===== src/rtl/mixer_pkg.sv =====
// Shared definitions for the MMIO stereo mixer: FSM states, register map, gain helpers.
package mixer_pkg;

  typedef enum logic [1:0] {
    ST_IDLE = 2'd0,
    ST_MAC  = 2'd1,
    ST_SAT  = 2'd2,
    ST_OUT  = 2'd3
  } state_t;

  localparam logic [4:0] REG_CTRL   = 5'd0;
  localparam logic [4:0] REG_STATUS = 5'd1;
  localparam logic [4:0] REG_GAIN0  = 5'd2;

  localparam int CTRL_EN_BIT  = 0;
  localparam int CTRL_CLR_BIT = 1;

  // Unity gain is the MSB of the gain word, i.e. 1.0 in unsigned Q1.(GAIN_W-1).
  function automatic logic [15:0] unity_gain(input int gain_w);
    return 16'(1) << (gain_w - 1);
  endfunction

endpackage


===== src/rtl/mixer_sat.sv =====
// Arithmetic right shift of a wide accumulator followed by saturation to a PCM sample.
module mixer_sat #(
  parameter int ACC_W = 27,
  parameter int PCM_W = 16,
  parameter int SHIFT = 7
) (
  input  logic signed [ACC_W-1:0] acc,
  output logic signed [PCM_W-1:0] sample,
  output logic                    clip
);

  localparam logic signed [ACC_W-1:0] MAX_V = {{(ACC_W-PCM_W+1){1'b0}}, {(PCM_W-1){1'b1}}};
  localparam logic signed [ACC_W-1:0] MIN_V = {{(ACC_W-PCM_W+1){1'b1}}, {(PCM_W-1){1'b0}}};

  logic signed [ACC_W-1:0] shifted;

  assign shifted = acc >>> SHIFT;

  always_comb begin
    clip   = 1'b0;
    sample = shifted[PCM_W-1:0];
    if (shifted > MAX_V) begin
      sample = MAX_V[PCM_W-1:0];
      clip   = 1'b1;
    end else if (shifted < MIN_V) begin
      sample = MIN_V[PCM_W-1:0];
      clip   = 1'b1;
    end
  end

endmodule


===== src/rtl/mmio_mixer.sv =====
// N-channel PCM to stereo mixer with per-channel L/R gains, MMIO register file and clip status.
//   state | meaning
//   IDLE  | ready for a frame; capture samples and snapshot gains on i_data_valid
//   MAC   | one channel per cycle multiplied into both accumulators
//   SAT   | shift/saturate accumulators, register outputs, update clip status
//   OUT   | hold o_data_valid and outputs until i_data_ready
module mmio_mixer
  import mixer_pkg::*;
#(
  parameter int NUM_CH = 4,
  parameter int PCM_W  = 16,
  parameter int GAIN_W = 8
) (
  input  logic                    i_clk,
  input  logic                    i_reset_n,
  input  logic                    i_cs,
  input  logic                    i_write,
  input  logic                    i_read,
  input  logic [4:0]              i_addr,
  input  logic [31:0]             i_write_data,
  output logic [31:0]             o_read_data,
  input  logic [NUM_CH*PCM_W-1:0] i_pcm_in,
  input  logic                    i_data_valid,
  output logic                    o_data_ready,
  output logic [PCM_W-1:0]        o_audio_l,
  output logic [PCM_W-1:0]        o_audio_r,
  output logic                    o_data_valid,
  input  logic                    i_data_ready
);

  localparam int IDX_W = $clog2(NUM_CH);
  localparam int ACC_W = PCM_W + GAIN_W + $clog2(NUM_CH) + 1;
  localparam logic [IDX_W-1:0]  LAST_IDX = IDX_W'(NUM_CH - 1);
  localparam logic [4:0]        NUM_CH_A = 5'(NUM_CH);
  localparam logic [GAIN_W-1:0] UNITY    = GAIN_W'(unity_gain(GAIN_W));

  state_t state, state_nxt;
  logic capture, mac_en, sat_en;

  logic              enable, en_frame;
  logic [GAIN_W-1:0] gain_l [NUM_CH];
  logic [GAIN_W-1:0] gain_r [NUM_CH];
  logic [GAIN_W-1:0] snap_l [NUM_CH];
  logic [GAIN_W-1:0] snap_r [NUM_CH];
  logic signed [PCM_W-1:0] pcm_q [NUM_CH];
  logic [IDX_W-1:0]  idx;

  logic signed [ACC_W-1:0] acc_l, acc_r, pcm_x, gl_x, gr_x;
  logic signed [PCM_W-1:0] sat_l, sat_r;
  logic clip_l, clip_r, frame_clip;
  logic sticky_l, sticky_r;
  logic [15:0] clip_cnt;

  logic       wr_en, clr_status, gsel;
  logic [4:0] gidx;
  logic       unused_ok;

  assign unused_ok  = ^{i_read, i_write_data};
  assign wr_en      = i_cs & i_write;
  assign gidx       = i_addr - REG_GAIN0;
  assign gsel       = (i_addr >= REG_GAIN0) && (gidx < NUM_CH_A);
  assign clr_status = wr_en && (i_addr == REG_CTRL) && i_write_data[CTRL_CLR_BIT];

  always_ff @(posedge i_clk or negedge i_reset_n) begin
    if (!i_reset_n) state <= ST_IDLE;
    else            state <= state_nxt;
  end

  always_comb begin
    state_nxt = state;
    case (state)
      ST_IDLE: if (i_data_valid) state_nxt = ST_MAC;
      ST_MAC:  if (idx == LAST_IDX) state_nxt = ST_SAT;
      ST_SAT:  state_nxt = ST_OUT;
      ST_OUT:  if (i_data_ready) state_nxt = ST_IDLE;
      default: state_nxt = ST_IDLE;
    endcase
  end

  always_comb begin
    o_data_ready = 1'b0;
    o_data_valid = 1'b0;
    capture      = 1'b0;
    mac_en       = 1'b0;
    sat_en       = 1'b0;
    case (state)
      ST_IDLE: begin
        o_data_ready = 1'b1;
        capture      = i_data_valid;
      end
      ST_MAC:  mac_en       = 1'b1;
      ST_SAT:  sat_en       = 1'b1;
      ST_OUT:  o_data_valid = 1'b1;
      default: ;
    endcase
  end

  always_ff @(posedge i_clk or negedge i_reset_n) begin
    if (!i_reset_n) begin
      enable <= 1'b0;
      for (int k = 0; k < NUM_CH; k++) begin
        gain_l[k] <= UNITY;
        gain_r[k] <= UNITY;
      end
    end else if (wr_en) begin
      if (i_addr == REG_CTRL) begin
        enable <= i_write_data[CTRL_EN_BIT];
      end else if (gsel) begin
        gain_l[gidx[IDX_W-1:0]] <= i_write_data[GAIN_W-1:0];
        gain_r[gidx[IDX_W-1:0]] <= i_write_data[16 +: GAIN_W];
      end
    end
  end

  // Gains are zero-extended so the signed multiply treats them as unsigned.
  assign pcm_x = ACC_W'(pcm_q[idx]);
  assign gl_x  = ACC_W'(snap_l[idx]);
  assign gr_x  = ACC_W'(snap_r[idx]);

  always_ff @(posedge i_clk or negedge i_reset_n) begin
    if (!i_reset_n) begin
      idx       <= '0;
      acc_l     <= '0;
      acc_r     <= '0;
      en_frame  <= 1'b0;
      o_audio_l <= '0;
      o_audio_r <= '0;
      for (int k = 0; k < NUM_CH; k++) begin
        pcm_q[k]  <= '0;
        snap_l[k] <= '0;
        snap_r[k] <= '0;
      end
    end else begin
      if (capture) begin
        for (int k = 0; k < NUM_CH; k++) begin
          pcm_q[k]  <= i_pcm_in[k*PCM_W +: PCM_W];
          snap_l[k] <= gain_l[k];
          snap_r[k] <= gain_r[k];
        end
        idx      <= '0;
        acc_l    <= '0;
        acc_r    <= '0;
        en_frame <= enable;
      end
      if (mac_en) begin
        acc_l <= acc_l + pcm_x * gl_x;
        acc_r <= acc_r + pcm_x * gr_x;
        idx   <= idx + 1'b1;
      end
      if (sat_en) begin
        o_audio_l <= en_frame ? sat_l : '0;
        o_audio_r <= en_frame ? sat_r : '0;
      end
    end
  end

  mixer_sat #(.ACC_W(ACC_W), .PCM_W(PCM_W), .SHIFT(GAIN_W-1)) u_sat_l (
    .acc(acc_l), .sample(sat_l), .clip(clip_l)
  );

  mixer_sat #(.ACC_W(ACC_W), .PCM_W(PCM_W), .SHIFT(GAIN_W-1)) u_sat_r (
    .acc(acc_r), .sample(sat_r), .clip(clip_r)
  );

  assign frame_clip = sat_en & en_frame & (clip_l | clip_r);

  // A clip landing on the same edge as a clear is kept.
  always_ff @(posedge i_clk or negedge i_reset_n) begin
    if (!i_reset_n) begin
      sticky_l <= 1'b0;
      sticky_r <= 1'b0;
      clip_cnt <= '0;
    end else begin
      sticky_l <= (sticky_l & ~clr_status) | (sat_en & en_frame & clip_l);
      sticky_r <= (sticky_r & ~clr_status) | (sat_en & en_frame & clip_r);
      if (clr_status)
        clip_cnt <= frame_clip ? 16'd1 : 16'd0;
      else if (frame_clip && clip_cnt != 16'hFFFF)
        clip_cnt <= clip_cnt + 16'd1;
    end
  end

  always_comb begin
    o_read_data = '0;
    if (i_addr == REG_CTRL) begin
      o_read_data[CTRL_EN_BIT] = enable;
    end else if (i_addr == REG_STATUS) begin
      o_read_data = {clip_cnt, 14'b0, sticky_r, sticky_l};
    end else if (gsel) begin
      o_read_data[GAIN_W-1:0]  = gain_l[gidx[IDX_W-1:0]];
      o_read_data[16 +: GAIN_W] = gain_r[gidx[IDX_W-1:0]];
    end
  end

endmodule

===== config.mk =====
export PLATFORM = sky130hd
export DESIGN_NAME = mmio_mixer
export DESIGN_NICKNAME = d
export VERILOG_FILES = /design/src/rtl/mixer_pkg.sv /design/src/rtl/mixer_sat.sv /design/src/rtl/mmio_mixer.sv
export SDC_FILE = /design/constraint.sdc
export NUM_CORES = 1
export LEC_CHECK = 0
export ABC_AREA = 1
export BUFFER_PORTS_ARGS = -buffer_cell sky130_fd_sc_hd__buf_4
export CAP_MARGIN = 15
export CORE_MARGIN = 2
export CORE_UTILIZATION = 50
export CTS_BUF_LIST = sky130_fd_sc_hd__clkbuf_8
export DETAILED_ROUTE_END_ITERATION = 6
export PLACE_DENSITY = 0.78
export REMOVE_ABC_BUFFERS = 1
export SYNTH_ARGS = -nofsm -noshare
export SYNTH_HDL_FRONTEND = slang
export SYNTH_SLANG_ARGS = --single-unit

===== constraint.sdc =====
create_clock -name i_clk -period 6.6 [get_ports i_clk]
set_input_delay 0.33 -clock i_clk [delete_from_list [all_inputs] [get_ports i_clk]]
set_output_delay 0.33 -clock i_clk [all_outputs]
set_load 0.03 [all_outputs]

---- Word-level counts from Yosys, hierarchy flattened ----
Index checks and enable logic that the tools add are counted.
storage, ports and cells
  register bits after elaboration ......... 302
  output and inout bits ................... 66
  logic and storage cells ................. 135
operators by class
  $add $sub $neg .......................... 5
  multiply operators ...................... 2
  magnitude comparators ................... 9
  equality and inequality tests ........... 9
  muxes and demuxes ....................... 53
  bitwise operators ....................... 14
  reduce and logical (&&, ||, !) cells .... 12
operators with widths
  cell                                                                                number
  16-bit two-way mux                                                                  10
  8-bit two-way mux                                                                   14
  27-bit two-way mux                                                                  3
  8-bit binary-select mux with 2-bit select                                           4
  32-bit bitwise mux                                                                  2
  27-bit by 25-bit adder with 27-bit output                                           2
  16-bit by 9-bit multiplier with 25-bit output                                       2
  20-bit by 16-bit greater-than comparator with 1-bit output (second input constant)  2
  20-bit by 16-bit less-than comparator with 1-bit output (second input constant)     2
  16-bit binary-select mux with 2-bit select                                          1
  31-bit two-way mux                                                                  1
  16-bit by 1-bit adder with 16-bit output (second input constant)                    1
  8-bit demux with 2-bit select                                                       1
  16-bit != test (second input constant)                                              1
  1-bit two-way mux                                                                   11
  2-bit two-way mux                                                                   5
  2-bit case mux with 4 select lines                                                  1
  1-bit bitwise AND                                                                   7
  2-bit equality test (second input constant)                                         3
  3-bit greater-or-equal comparator (second input constant)                           2
  2-bit != test (second input constant)                                               3
  2-bit inverter with 3-bit output                                                    2
  3-bit AND reduction                                                                 2
  5-bit by 1-bit equality test with 1-bit output (second input constant)              1
  other kinds (13)                                                                    21

---- Longest topological paths before layout ----
Gate-level depths: netlist (run 1).
  depth in word-level cells ............... 8
  gate-level depth with buffers ........... 29
  mapped depth without buffers ............ 26

---- Cells and area by module ----
Synthesis (run 1) repeated with hierarchy kept, for this count alone.
second synthesis, totals
  cell total of the unflattened synthesis .. 3,385
  area, all modules ....................... 26,137.6 sq um
by module, submodules not included
  module      instances  cells an instance  area each (sq um)  sequential area each (sq um)
  mmio_mixer  1          3,305              25,769.7           7,567.3
  mixer_sat   2          40                 183.9              0.0

---- Worst setup path before layout (run 1) ----
No wires, ideal clock.
  path type ............................... reg2reg
  start point ............................. register idx[0]
  end point ............................... register acc_l[25]
  library setup time ...................... 0.118 ns
  data arrival time ....................... 5.317 ns
  required time ........................... 6.482 ns
  slack ................................... 1.165 ns
  stages on the path, launching flop included .. 27
  clock period less this slack ............ 5.435 ns
  cell sequence ........................... dfrtp_1 -> inv_2 -> buf_4 -> buf_2 -> nand2_1 -> a32oi_1 -> inv_1 -> nor2_1 -> inv_1 -> fa_1 -> fa_1 -> inv_1 -> fa_1 -> inv_1 -> fa_1 -> fa_1 -> inv_1 -> ha_1 -> nand2_1 -> nor2_1 -> nand2_1 -> nor2_1 -> nand2_1 -> nand3_1 -> nand2_1 -> nand3_1 -> nand2_1
between the ends
  cells in the longest elaborated chain, start to end .. 7
ends and longest elaborated chain
  what                                                                                                            RTL line                              text
  from (decl)                                                                                                     mmio_mixer.sv:46                      logic [IDX_W-1:0] idx;
  from (signal assigned)                                                                                          mmio_mixer.sv:148                     idx <= idx + 1'b1;
  2-bit inverter with 3-bit output (implied by the code) *                                                        mmio_mixer.sv:116, mmio_mixer.sv:117
  16-bit binary-select mux with 2-bit select / 8-bit binary-select mux with 2-bit select (equally long branches)  mmio_mixer.sv:116, mmio_mixer.sv:117
  16-bit two-way mux (implied by the code) / 8-bit two-way mux (equally long branches) (2 in a row)               mmio_mixer.sv:116, mmio_mixer.sv:117
  16-bit by 9-bit multiplier with 25-bit output *                                                                 mmio_mixer.sv:146                     acc_l <= acc_l + pcm_x * gl_x;
  27-bit by 25-bit adder with 27-bit output *                                                                     mmio_mixer.sv:146
  27-bit two-way mux *                                                                                            mmio_mixer.sv:145                     if (mac_en) begin
  to (signal assigned)                                                                                            mmio_mixer.sv:146
  to (decl)                                                                                                       mmio_mixer.sv:48                      logic signed [ACC_W-1:0] acc_l, acc_r, pcm_x, gl_x, gr_x;
Mark *: on every way between the ends. The rest lies on a longest branch, timed or not. The select of a mux whose other input is x is not followed.
A chain may end at the register's enable or synchronous reset.

---- Worst setup path in the final report (run 1) ----
  start point ............................. register idx[1]
  end point ............................... register acc_r[23]
between the ends
  cells in the longest elaborated chain, start to end .. 7
ends and longest elaborated chain
  what                                                                                                            RTL line                              text
  2-bit inverter with 3-bit output (implied by the code) *                                                        mmio_mixer.sv:116, mmio_mixer.sv:118
  16-bit binary-select mux with 2-bit select / 8-bit binary-select mux with 2-bit select (equally long branches)  mmio_mixer.sv:116, mmio_mixer.sv:118
  16-bit two-way mux (implied by the code) / 8-bit two-way mux (equally long branches) (2 in a row)               mmio_mixer.sv:116, mmio_mixer.sv:118
  16-bit by 9-bit multiplier with 25-bit output *                                                                 mmio_mixer.sv:147                     acc_r <= acc_r + pcm_x * gr_x;
  27-bit by 25-bit adder with 27-bit output *                                                                     mmio_mixer.sv:147
  27-bit two-way mux *                                                                                            mmio_mixer.sv:145
  to (signal assigned)                                                                                            mmio_mixer.sv:147
  to (decl)                                                                                                       mmio_mixer.sv:48
Marked as above.

==> out/metrics.yaml, run 1 <==
setup_path:
  reg2regPathDepth: 23
  critPathCapture: "acc_r[23]$_DFFE_PN0P_"
  required_ns: 7.13
  start_kind: "flop"
  timing.rr.end: "acc_r[23]$_DFFE_PN0P_"
  r2r_slack_ns: 0.34
  critPathMaxFanout: 37
  critical_path.startpoint: "idx[1]$_DFFE_PN0P_"
  crit_type: "flop to flop"
  cp.arrival_ns: 6.78
  rr_startpoint: "idx[1]$_DFFE_PN0P_"
  crit_path_end_kind: "flop"
clocking:
  root_buffer: "clkbuf_8"
  cts_buffers: 53
  clockBufferDepth: 3
  path_clk_slew_ns: 0.06
  tritoncts: "built"
  clock_latency_ns: 0.68
  htree_levels: 2
  numClockSinks: 302
global_route:
  grt_pass1_wl_um: 114000
  track_usage_pct: 27.1
  antenna_found_initial: 6
  grt_max_degree: 147
  grt_pass1_vias: 22142
  overflow: 0
route:
  dr_wl_met3_um: 4750
  via_per_inst: 5.27
  wl_met2_um: 33300
  post_drt_wl_per_cell_um: 17.0
  drcViolationCount: 0
  wl_met1_um: 27900
  drtPass1Iterations: 5
  top_layer_used: "met4"
  finalWirelength_um: 69600
  drt-initial-drc-count: 1692
  routed-via-count: 21568
  ant_nets: 0
floorplanning:
  core_area_mm2: 0.0503
  fp-row-count: 82
  die-area_mm2: 0.0529
  die_w_um: 230
  initial_core_util_pct: 50.8
  fp.dieH_um: 230
  io_pins: 174
yosys:
  yosys_most_used_dff: "dfrtp_1"
  yosysWarnings: 0
  async_flop_share_pct: 100
  avgSynthCellArea_um2: 8.13
  synth_seq_area_share_pct: 29.6
  ys_types: 47
  syn_inst: 3139
  synth_enable_flop_cells: 0
  synth-seq-cells: 302
  syn-cell-area_mm2: 0.0255
placement:
  dp_hpwl_um: 49400
  gp_congestion: 0.951
  postPlaceCellArea_mm2: 0.0274
  port_buffers: 148
  place_ws_ns: 0.425
sta:
  fmax_mhz: 160
  tightest_slew_ns: 0.969
  final-setup-viol-count: 0
  worst_slack_ns: 0.343
  max_slew_margin_pct: 35.4
  period_minus_slack_ns: 6.26
  clock_skew_ns: 0.0439
  slew_viol_final: 0
  period_share_pct: 94.8
  rsz0062_at_grt: "no"
  hold_violations: 0
cells_and_area:
  layout-drive-gt1-share_pct: 12.2
  postLayoutCellArea_mm2: 0.0294
  area_growth_pct: 15.0
  nets: 3860
  final_cell_mix: "754 x nand2_1, 685 x inv_1, 293 x dfrtp_1"
  final_common_cell: "nand2_1"
run_status:
  status: "finished, final reports clean"
hold_path:
  hp-class: "primary input to flop"
job:
  cap_violations: 0
## layer usage
layer | up-vias | track usage [%]
li1 | 10107 | -
met1 | 10412 | 34.2
met5 | - | 0
met3 | 239 | 3.87
met2 | 810 | 45.6
met4 | 0 | 13.4
## kinds of logic after synthesis
family / share of synthesized area (%)
compound gates: 8.56
fa+ha+maj: 26.0
xor+xnor: 0.755
buf+inv: 12.2
flops: 29.6
other cells: 0.0147
mux: 4.10
simple gates: 18.7
## worst min-delay path by stage
stage	slack, ns	depth (start not counted)	start	endpoint
4_1_cts	0.002	3	i_write_data[22]	gain_r[30]$_DFFE_PN0P_
3_5_place_dp	0.39	1	i_reset_n	o_audio_r[5]$_DFFE_PN0P_
5_1_grt	0.04	3	i_write_data[22]	gain_r[22]$_DFFE_PN0P_
3_3_place_gp	0.39	1	i_reset_n	o_audio_r[5]$_DFFE_PN0P_
2_1_floorplan	0.03	0	i_reset_n	acc_l[0]$_DFFE_PN0P_
6_report	0.04	3	i_write	enable$_DFFE_PN0P_
## cell usage after synthesis (2+ instances only)
cell / n / area (um^2)
a41oi_1: 5 / 43.8
nand2_1: 755 / 2830
buf_4: 14 / 105
dfrtp_1: 294 / 7360
nor3_1: 12 / 60.1
mux2_2: 93 / 1050
a21o_1: 2 / 15.0
fa_1: 254 / 5080
dfstp_2: 8 / 210
xnor2_1: 5 / 43.8
buf_2: 47 / 235
buf_6: 8 / 90.1
a22o_1: 4 / 35.0
o22ai_1: 62 / 388
o21bai_1: 3 / 22.5
inv_2: 11 / 41.3
a21oi_1: 73 / 365
a31oi_2: 2 / 25.0
ha_1: 125 / 1560
nor2_1: 290 / 1090
nand2_2: 4 / 25.0
inv_1: 665 / 2500
nand3_1: 86 / 430
o2111ai_1: 2 / 17.5
o21ai_0: 120 / 601
nand2_4: 5 / 56.3
nand4_1: 24 / 150
buf_1: 5 / 18.8
xor2_1: 17 / 149
a32oi_1: 18 / 158
o21ai_1: 65 / 325
and2_1: 6 / 37.5
a32oi_2: 10 / 163
clkbuf_1: 32 / 120
## final cells by class
class	instances	area, um^2
clock inverter	32	244
tap	672	841
antenna	7	17.5
inverter	677	2540
timing repair buffer	278	2360
multi-input combinational	2061	14900
clock buffer	65	895
sequential	302	7570
fill	4284	20900
## through the flow
stage	utilization, %	hold slack, ns	TNS (ns)	std cells
finish	58.4	0.0392	0	4094
global route	58.4	0.0387	0	4094
global placement	54.5	0.393	0	3910
floorplan	-	0.0344	-3.87	3040
detailed placement	54.5	0.391	0	3910
CTS	58.3	0.00171	0	4087
## critical path, stage by stage (launching register included)
cell and delay (ns):
dfrtp_1 0.38, inv_2 0.32, buf_12 0.28, a21oi_1 0.11, a32oi_4 0.37, inv_1 0.28
nor2_1 0.27, fa_1 0.46, fa_1 0.50, fa_1 0.49, fa_1 0.61, inv_1 0.08
fa_1 0.52, inv_1 0.05, ha_1 0.35, nand2_1 0.12, nor2_1 0.30, nand2_1 0.09
nor2_1 0.09, nand2_1 0.09, nand3_1 0.10, nand2_1 0.05, nand3_1 0.10, nand2_1 0.07
## state kept, by name (all words and copies together), names as in the netlist, 27 cells and up
name,count
acc_l,27
acc_r,27
gain_l,32
gain_r,32
pcm_q,64
snap_l,32
snap_r,32
## what timing repair did
action	in CTS	in global routing
hold buffers	80	0
resized for setup	0	3
hold endpoints to repair	206	0
endpoints found under the setup margin	0	17
buffers inserted	0	0
Power of run 1 is not shown: default switching activity piles up to over one toggle a cycle in this logic, so the estimate is an artifact.
==> run 2: changes to the inputs <==
Settings changed: PLACE_DENSITY 0.78 to not set, PLACE_DENSITY_LB_ADDON set to 0.15.
==> run 2 against run 1 <==
Sequential cell count unchanged. Cell count rose by 0.20%. First-iteration DRC count is 14% lower. Largest cell class unchanged. Highest routed layer unchanged.
==> out/metrics.yaml, run 2 (synthesis results as in run 1) <==
global_route:
  overflow: 0
  track_usage_pct: 27.3
  grt_max_degree: 175
  grt_pass1_wl_um: 114000
  grtUsageMet1_pct: 36.7
  antenna_found_initial: 1
  gr-usage-met2_pct: 45.0
  grt_pass1_vias: 22007
  busiest_layer: "met2"
  met3_usage_pct: 3.97
setup_path:
  start_kind: "flop"
  cp_common_cell: "nand2_1"
  required_ns: 7.19
  slowest_delay_ns: 0.65
  crit_path_end_kind: "flop"
  critPathBufInv: 7
  crit_family: "adder cells"
  cp.arrival_ns: 6.94
  critPathMaxFanout: 12
  rr_startpoint: "idx[0]$_DFFE_PN0P_"
  crit_cells: 25
  critical_path.startpoint: "idx[0]$_DFFE_PN0P_"
  timing.rr.end: "acc_r[22]$_DFFE_PN0P_"
  r2r_slack_ns: 0.25
  critPathCapture: "acc_r[22]$_DFFE_PN0P_"
  reg2regPathDepth: 25
  crit_type: "flop to flop"
  crit_slowest_cell: "fa_1"
sta:
  hold_violations: 0
  tightest_slew_ns: 1.14
  max_slew_margin_pct: 22.9
  period_share_pct: 96.2
  slew_viol_final: 0
  clock_skew_ns: 0.0481
  worst_slack_ns: 0.248
  rsz0062_at_grt: "no"
  fmax_mhz: 157
  final-setup-viol-count: 0
  period_minus_slack_ns: 6.35
clocking:
  postCtsSetupBuffers: 0
  htree_levels: 2
  cts_buffers: 54
  tritoncts: "built"
  path_clk_slew_ns: 0.08
  root_buffer: "clkbuf_8"
  clock_latency_ns: 0.70
  clockBufferDepth: 3
  numClockSinks: 302
floorplanning:
  die_w_um: 230
  initial_core_util_pct: 50.8
  fp.dieH_um: 230
  io_pins: 174
  fp-row-count: 82
  die-area_mm2: 0.0529
  core_area_mm2: 0.0503
placement:
  postPlaceCellArea_mm2: 0.0274
  dp_hpwl_um: 52000
  place_ws_ns: 0.342
  port_buffers: 148
  gp_congestion: 0.931
route:
  routed-via-count: 21099
  finalWirelength_um: 69900
  drcViolationCount: 0
  ant_nets: 0
  drt-initial-drc-count: 1459
  via_per_inst: 5.14
  post_drt_wl_per_cell_um: 17.0
  drtPass1Iterations: 5
cells_and_area:
  area_growth_pct: 15.4
  nets: 3870
  final_common_cell: "nand2_1"
  final_cell_mix: "754 x nand2_1, 687 x inv_1, 293 x dfrtp_1"
  regMostFlops: "pcm_q"
  largest_reg_flops: 64
  fillers: 4548
  post-route-util_pct: 58.6
  layout-drive-gt1-share_pct: 12.5
  postLayoutCellArea_mm2: 0.0295
hold_path:
  hp-class: "primary input to flop"
run_status:
  status: "finished, final reports clean"
job:
  cap_violations: 0
-- run 2: cell type report --
cell class | count | area (um^2) | area share, %
Multi-Input combinational cell | 2061 | 14900 | 50.6
Antenna cell | 2 | 5.00 | 0.0170
Sequential cell | 302 | 7570 | 25.7
Timing Repair Buffer | 287 | 2410 | 8.20
Clock inverter | 33 | 250 | 0.850
Inverter | 677 | 2540 | 8.63
Clock buffer | 68 | 936 | 3.18
Tap cell | 672 | 841 | 2.85
-- run 2: metal layers --
layer	wire length (um)	part of all wire (%)
met1	30900	44
met2	32800	47
met3	3840	5.5
met4	2360	3.4
met5	0	0
-- run 2: metrics by stage --
stage	TNS (ns)	cells	hold slack, ns
floorplan	-3.87	3040	0.0344
global placement	0	3918	0.339
detailed placement	0	3918	0.346
CTS	0	4100	0.0135
global route	0	4101	0.105
finish	0	4102	0.0511
-- run 2: how the worst min path moves through the flow --
| stage | slack [ns] | start | cells after the start | endpoint |
|---|---|---|---|---|
| 3_3_place_gp | 0.34 | i_reset_n | 1 | acc_r[5]$_DFFE_PN0P_ |
| 4_1_cts | 0.01 | i_data_ready | 5 | state[1]$_DFFE_PN0P_ |
| 2_1_floorplan | 0.03 | i_reset_n | 0 | acc_l[0]$_DFFE_PN0P_ |
| 6_report | 0.05 | i_data_ready | 5 | state[1]$_DFFE_PN0P_ |
| 3_5_place_dp | 0.35 | i_reset_n | 1 | acc_r[5]$_DFFE_PN0P_ |
| 5_1_grt | 0.11 | i_write | 3 | enable$_DFFE_PN0P_ |
-- run 2: what timing repair did --
item / CTS / global route
endpoints found under the hold margin: 198 / 0
hold buffers: 81 / 0
gates resized for setup: 0 / 3
setup endpoints to repair: 0 / 4
-- run 2: worst register-to-register path: cells and delay by family, from the launching register on --
family / cells / cell delay (ns)
AOI/OAI and AO/OA: 1 / 0.42
and+or+nand+nor: 11 / 1.35
DFF: 1 / 0.42
adders and majority gates: 6 / 2.98
buffers and inverters: 7 / 1.06
Power of run 2 is left out for the same reason.
